[config.mk]
export PLATFORM = sky130hd
export DESIGN_NAME = demux32_1to2_buf
export DESIGN_NICKNAME = d
export VERILOG_FILES = /design/src/rtl/demux32_1to2_buf.sv
export SDC_FILE = /design/constraint.sdc
export NUM_CORES = 1
export LEC_CHECK = 0
export ABC_AREA = 1
export CORE_MARGIN = 5
export CORE_UTILIZATION = 55
export CTS_BUF_LIST = sky130_fd_sc_hd__clkbuf_4 sky130_fd_sc_hd__clkbuf_8
export DETAILED_ROUTE_END_ITERATION = 8
export PLACE_DENSITY = 0.88
export SLEW_MARGIN = 25
export SYNTH_ARGS = -nofsm -noshare
export SYNTH_HDL_FRONTEND = slang
export SYNTH_SLANG_ARGS = --single-unit
[constraint.sdc]
create_clock -name Clk -period 2.53 [get_ports Clk]
set_input_delay 0.506 -clock Clk [delete_from_list [all_inputs] [get_ports Clk]]
set_output_delay 0.506 -clock Clk [all_outputs]
set_load 0.1 [all_outputs]
[src/rtl/demux32_1to2_buf.sv]
// Buffered 1-to-2 demultiplexer: one valid/ready input stream steered to port A or B, each with a 2-entry FIFO.
// Optional per-port accept counters are built only when DEMUX_STATS_EN is defined.

module demux32_1to2_buf_fifo2 #(
  parameter int WIDTH = 32
) (
  input  logic             Clk,
  input  logic             Reset_n,
  input  logic             push_i,
  input  logic [WIDTH-1:0] wr_data_i,
  input  logic             ready_i,
  output logic             valid_o,
  output logic [WIDTH-1:0] data_o,
  output logic             full_o
);

  logic [1:0]       occ_q, occ_d;
  logic [WIDTH-1:0] head_q, head_d;
  logic [WIDTH-1:0] tail_q, tail_d;
  logic             pop;

  assign pop     = (occ_q != 2'd0) && ready_i;
  assign valid_o = (occ_q != 2'd0);
  assign data_o  = head_q;
  assign full_o  = (occ_q == 2'd2);

  // head_q is the visible word; it is left untouched when the FIFO drains so the
  // output keeps its last value.
  always_comb begin
    occ_d  = occ_q;
    head_d = head_q;
    tail_d = tail_q;
    case ({push_i, pop})
      2'b10: begin
        if (occ_q == 2'd0) begin
          head_d = wr_data_i;
          occ_d  = 2'd1;
        end else if (occ_q == 2'd1) begin
          tail_d = wr_data_i;
          occ_d  = 2'd2;
        end
      end
      2'b01: begin
        if (occ_q == 2'd2) begin
          head_d = tail_q;
        end
        occ_d = occ_q - 2'd1;
      end
      2'b11: begin
        if (occ_q == 2'd1) begin
          head_d = wr_data_i;
        end else begin
          head_d = tail_q;
          tail_d = wr_data_i;
        end
      end
      default: ;
    endcase
  end

  always_ff @(posedge Clk or negedge Reset_n) begin
    if (!Reset_n) begin
      occ_q  <= 2'd0;
      head_q <= '0;
      tail_q <= '0;
    end else begin
      occ_q  <= occ_d;
      head_q <= head_d;
      tail_q <= tail_d;
    end
  end

endmodule

module demux32_1to2_buf #(
  parameter int WIDTH = 32,
  parameter int CNT_W = 16
) (
  input  logic             Clk,
  input  logic             Reset_n,
  input  logic [WIDTH-1:0] in_data,
  input  logic             in_sel,
  input  logic             in_valid,
  output logic             in_ready,
  output logic [WIDTH-1:0] a_data,
  output logic             a_valid,
  input  logic             a_ready,
  output logic [WIDTH-1:0] b_data,
  output logic             b_valid,
  input  logic             b_ready,
  input  logic             stats_clr,
  output logic [CNT_W-1:0] cnt_a,
  output logic [CNT_W-1:0] cnt_b
);

  // Index 0 is port A (in_sel=1), index 1 is port B (in_sel=0).
  logic             push  [2];
  logic             rdy   [2];
  logic             vld   [2];
  logic [WIDTH-1:0] dat   [2];
  logic             full  [2];
  logic             accept;

  // Only the selected port's fullness gates the input, so a full port blocks the
  // stream even when the other side is idle.
  assign in_ready = in_sel ? !full[0] : !full[1];
  assign accept   = in_valid && in_ready;

  assign push[0] = accept && in_sel;
  assign push[1] = accept && !in_sel;
  assign rdy[0]  = a_ready;
  assign rdy[1]  = b_ready;

  generate
    for (genvar gi = 0; gi < 2; gi++) begin : g_port
      demux32_1to2_buf_fifo2 #(.WIDTH(WIDTH)) u_fifo (
        .Clk       (Clk),
        .Reset_n   (Reset_n),
        .push_i    (push[gi]),
        .wr_data_i (in_data),
        .ready_i   (rdy[gi]),
        .valid_o   (vld[gi]),
        .data_o    (dat[gi]),
        .full_o    (full[gi])
      );
    end
  endgenerate

  assign a_valid = vld[0];
  assign a_data  = dat[0];
  assign b_valid = vld[1];
  assign b_data  = dat[1];

`ifdef DEMUX_STATS_EN
  logic [CNT_W-1:0] cnt_a_q, cnt_a_d;
  logic [CNT_W-1:0] cnt_b_q, cnt_b_d;

  // Clear first, then count, so clear plus accept leaves exactly 1 in the target.
  always_comb begin
    cnt_a_d = cnt_a_q;
    cnt_b_d = cnt_b_q;
    if (stats_clr) begin
      cnt_a_d = '0;
      cnt_b_d = '0;
    end
    if (push[0]) cnt_a_d = cnt_a_d + 1'b1;
    if (push[1]) cnt_b_d = cnt_b_d + 1'b1;
  end

  always_ff @(posedge Clk or negedge Reset_n) begin
    if (!Reset_n) begin
      cnt_a_q <= '0;
      cnt_b_q <= '0;
    end else begin
      cnt_a_q <= cnt_a_d;
      cnt_b_q <= cnt_b_d;
    end
  end

  assign cnt_a = cnt_a_q;
  assign cnt_b = cnt_b_q;
`else
  logic unused_stats_clr;
  assign unused_stats_clr = stats_clr;
  assign cnt_a = '0;
  assign cnt_b = '0;
`endif

endmodule

==> metrics.csv, run 1 <==
stage,metric,value,unit
power_and_ir_drop,logic gate share of total power,63.7,%
sta,Relative slew margins,59.3,%
setup_path,"CP delay by family, top",buffers and inverters,
logic_synthesis,synthesized area,8480,µm²
layout,Area growth syn-to-layout,14.6,%
power_and_ir_drop,part of the power in registers,24.9,%
route,DRC Markers,0,
logic_synthesis,share of the synthesized area in the top cell type,38.9,%
route,Avg Vias per Cell,5.41,
floorplanning,# IOs,138,
logic_synthesis,post-synthesis sequential area ratio,38.9,%
logic_synthesis,Synth cell types,23,
sta,Fin. Hold Viols,0,
sta,fin crit period,2.31,ns
power_and_ir_drop,Total Power,14700,µW
hold_path,Hold Path Class,in -> async,
sta,setup_tns,0,ns
cts,Clock Latency Late Sink,0.46,ns
route,DR pass1 iterations,6,
layout,fin nets,1446,
job,Max Cap Viol,0,
cts,Setup Buffers After CTS,0,
sta,Slew @ Worst Pin,0.610,ns
floorplanning,Rows,45,
power_and_ir_drop,Pwr Density,1510,nW/µm²
setup_path,CP peak stage delay,0.38,ns
logic_synthesis,async set-reset flop share out of synthesis,100,%
power_and_ir_drop,Sw Share,58.1,%
cts,clk slew on worst S/H paths,0.07,ns
cts,post-CTS sizing,0,
layout,ANT cells,0,
power_and_ir_drop,VDD IR-drop max,901,µV
logic_synthesis,most frequent cell after synthesis,nand2_1,
power_and_ir_drop,net switching power,8560,µW
logic_synthesis,Syn Area/Cell,6.39,µm²
route,routed len/inst,14.8,µm
route,final wirelength,23.7,mm
global_routing,initial antenna violation count,0,
setup_path,"Top cell by count, worst path",nand2_1,
floorplanning,initial core utilization,56.0,%
setup_path,CP Capture Type,register,
power_and_ir_drop,clock share of power,11.4,%
run_status,run status,completed,
cts,CTS Hold Buffers Added,1,
sta,Layout Skew,0.0123,ns
cts,root buffer cell,clkbuf_8,
global_routing,pin count of the biggest net entering global routing,95,
setup_path,CP startpoint kind,register,
logic_synthesis,Yosys warning count,0,
setup_path,"Slowest-stage cell, CP",dfrtp_1,
cts,H-tree level count,4,
setup_path,"Cell Chain, Critical Path",inv_1 > ha_1 > inv_1 > nand2_2 > inv_2 > nand2_2 > nand2_1 > inv_2 > nand2_1 > nand2_1,
logic_synthesis,register bit total from synthesis,132,
setup_path,critical path peak fanout,27,
sta,Final setup viols,0,
global_routing,grt total ovfl,0,
cts,TritonCTS clock tree,done,
placement,IO buf count,104,
sta,fin crit share,91.4,%
power_and_ir_drop,Leak,0.00485,µW
global_routing,first-pass GRT wire length,38.2,mm
setup_path,CP required,2.87,ns
floorplanning,Total Die Area,18000,µm²
route,Detail Route Antenna Nets,0,
sta,max-slew violations,0,
floorplanning,Core Area,15100,µm²
logic_synthesis,"EDFF count, synth",0,
logic_synthesis,Synth area leaders,"dfrtp_1, nand2_1, nor2_1, a21oi_1, buf_4",
sta,RSZ-0062 raised after global routing,false,
setup_path,critical path class,reg -> reg,
cts,cts bufs inserted,17,
floorplanning,Die Span Y,134,µm
route,initial DRC count,1332,
logic_synthesis,synth cell count leaders,"nand2_1, nor2_1, dfrtp_1",
logic_synthesis,Syn Inst Count,1327,
cts,clock sinks,132,
sta,fmax,0.432,GHz
setup_path,critical path data arrival time,2.66,ns
placement,GPL Wtd Cong,0.913,
setup_path,worst path bufs/invs,4,
floorplanning,die width,134,µm
layout,share of cells above drive strength 1,10.9,%
global_routing,vias in the first global route,7788,
logic_synthesis,"area leader, netlist",dfrtp_1,
power_and_ir_drop,Internal Pwr Total,6160,µW
placement,post-DP HPWL,16.0,mm
cts,Max Buffers Root-to-Sink,2,
global_routing,Overall Global Routing Usage,26.0,%
route,routed via count,8660,
logic_synthesis,dominant register cell in the synthesized netlist,dfrtp_1,
-- layer usage --
layer  vias up  share of wire, %  global-route usage (%)
met4         0               2.9                    9.90
met1      3936                42                    37.7
li1       4224                 -                       -
met3        57               9.5                    4.88
met5         -                 0                       0
met2       443                45                    38.8
-- logic make-up after synthesis --
family / share of synthesized area [%]
buffers and inverters: 9.91
adder cells (fa/ha/maj): 0.885
flip-flops: 38.9
AO/OA/AOI/OAI: 13.1
AND/OR/NAND/NOR: 37.1
other: 0.0442
-- cell type report --
type                    count  area, µm²
clock buffers              24        299
clock inverters             6       55.1
multi-input cells        1067       4460
flip-flops and latches    132       3300
repair buffers            133       1180
fillers                  1337       5430
inverters                  50        188
well taps                 188        235
-- power by group through the flow --
stage          registers (µW)  logic [µW]  clock network [µW]
5_1_grt                  3790       10100                1770
4_1_cts                  3660        9340                1690
6_report                 3670        9370                1680
3_5_place_dp             3690        9300                   0
2_1_floorplan            7030        4040                   0
3_3_place_gp             3670        9100                   0
-- path summary, 6_finish.rpt --
path | to | slack, ns | from | cells past startpoint
max | g_port[1].u_fifo.data_o[14]$_DFFE_PN0P_ | 0.22 | g_port[1].u_fifo.occ_q[0]$_DFFE_PN0P_ | 10
min | g_port[0].u_fifo.data_o[2]$_DFFE_PN0P_ | 0.48 | Reset_n | 2
max reg2reg | g_port[1].u_fifo.data_o[14]$_DFFE_PN0P_ | 0.22 | g_port[1].u_fifo.occ_q[0]$_DFFE_PN0P_ | 10
min reg2reg | g_port[0].u_fifo.data_o[27]$_DFFE_PN0P_ | 0.48 | g_port[0].u_fifo.data_o[27]$_DFFE_PN0P_ | 2
max in group asynchronous | g_port[0].u_fifo.tail_q[2]$_DFFE_PN0P_ | 1.40 | Reset_n | 3
min in group Clk | g_port[0].u_fifo.data_o[27]$_DFFE_PN0P_ | 0.48 | g_port[0].u_fifo.data_o[27]$_DFFE_PN0P_ | 2
-- worst register-to-register path: stages, from the launching register on --
cell and delay, ns:
dfrtp_1 0.38, inv_1 0.08, ha_1 0.23, inv_1 0.16, nand2_2 0.18, inv_2 0.26, nand2_2 0.08, nand2_1 0.33
inv_2 0.30, nand2_1 0.15, nand2_1 0.06
-- state kept, by name, summed over array words and instances (netlist names) --
register and flops:
g_port.u_fifo.occ_q 4, g_port.u_fifo.tail_q 64, g_port.u_fifo.data_o 64
-- cell usage in the layout, fill, tap and decap left out, drive strengths merged --
cell           count
nand2            621
nor2             157
dfrtp            132
a21oi            110
o21ai            109
buf               96
inv               50
clkdlybuf4s50     36
conb              32
nand3             28
clkbuf            24
ha                 6
clkinv             5
or2                4
bufinv             1
dlygate4sd3        1
-- metrics by stage --
step	cells	worst slack, ns	instance area (µm²)	hold slack, ns	utilization [%]
finish	1600	0.217	9720	0.480	64.2
global route	1600	0.00609	9720	0.501	64.2
CTS	1600	0.229	9720	0.483	64.2
detailed placement	1569	0.0327	9360	0.430	61.8
global placement	1569	0.128	9360	0.431	61.8
floorplan	1358	0.170	8600	0.210	-
(Power assumes the default switching activity.)
==> run 2, diff against run 1 <==
--- a/config.mk
+++ b/config.mk
@@ -11,7 +11,6 @@
 export CTS_BUF_LIST = sky130_fd_sc_hd__clkbuf_4 sky130_fd_sc_hd__clkbuf_8
 export DETAILED_ROUTE_END_ITERATION = 8
 export PLACE_DENSITY = 0.88
-export SLEW_MARGIN = 25
 export SYNTH_ARGS = -nofsm -noshare
 export SYNTH_HDL_FRONTEND = slang
 export SYNTH_SLANG_ARGS = --single-unit
==> results of run 2 <==
No change in the layout: final DEF, timing and power equal those of run 1.
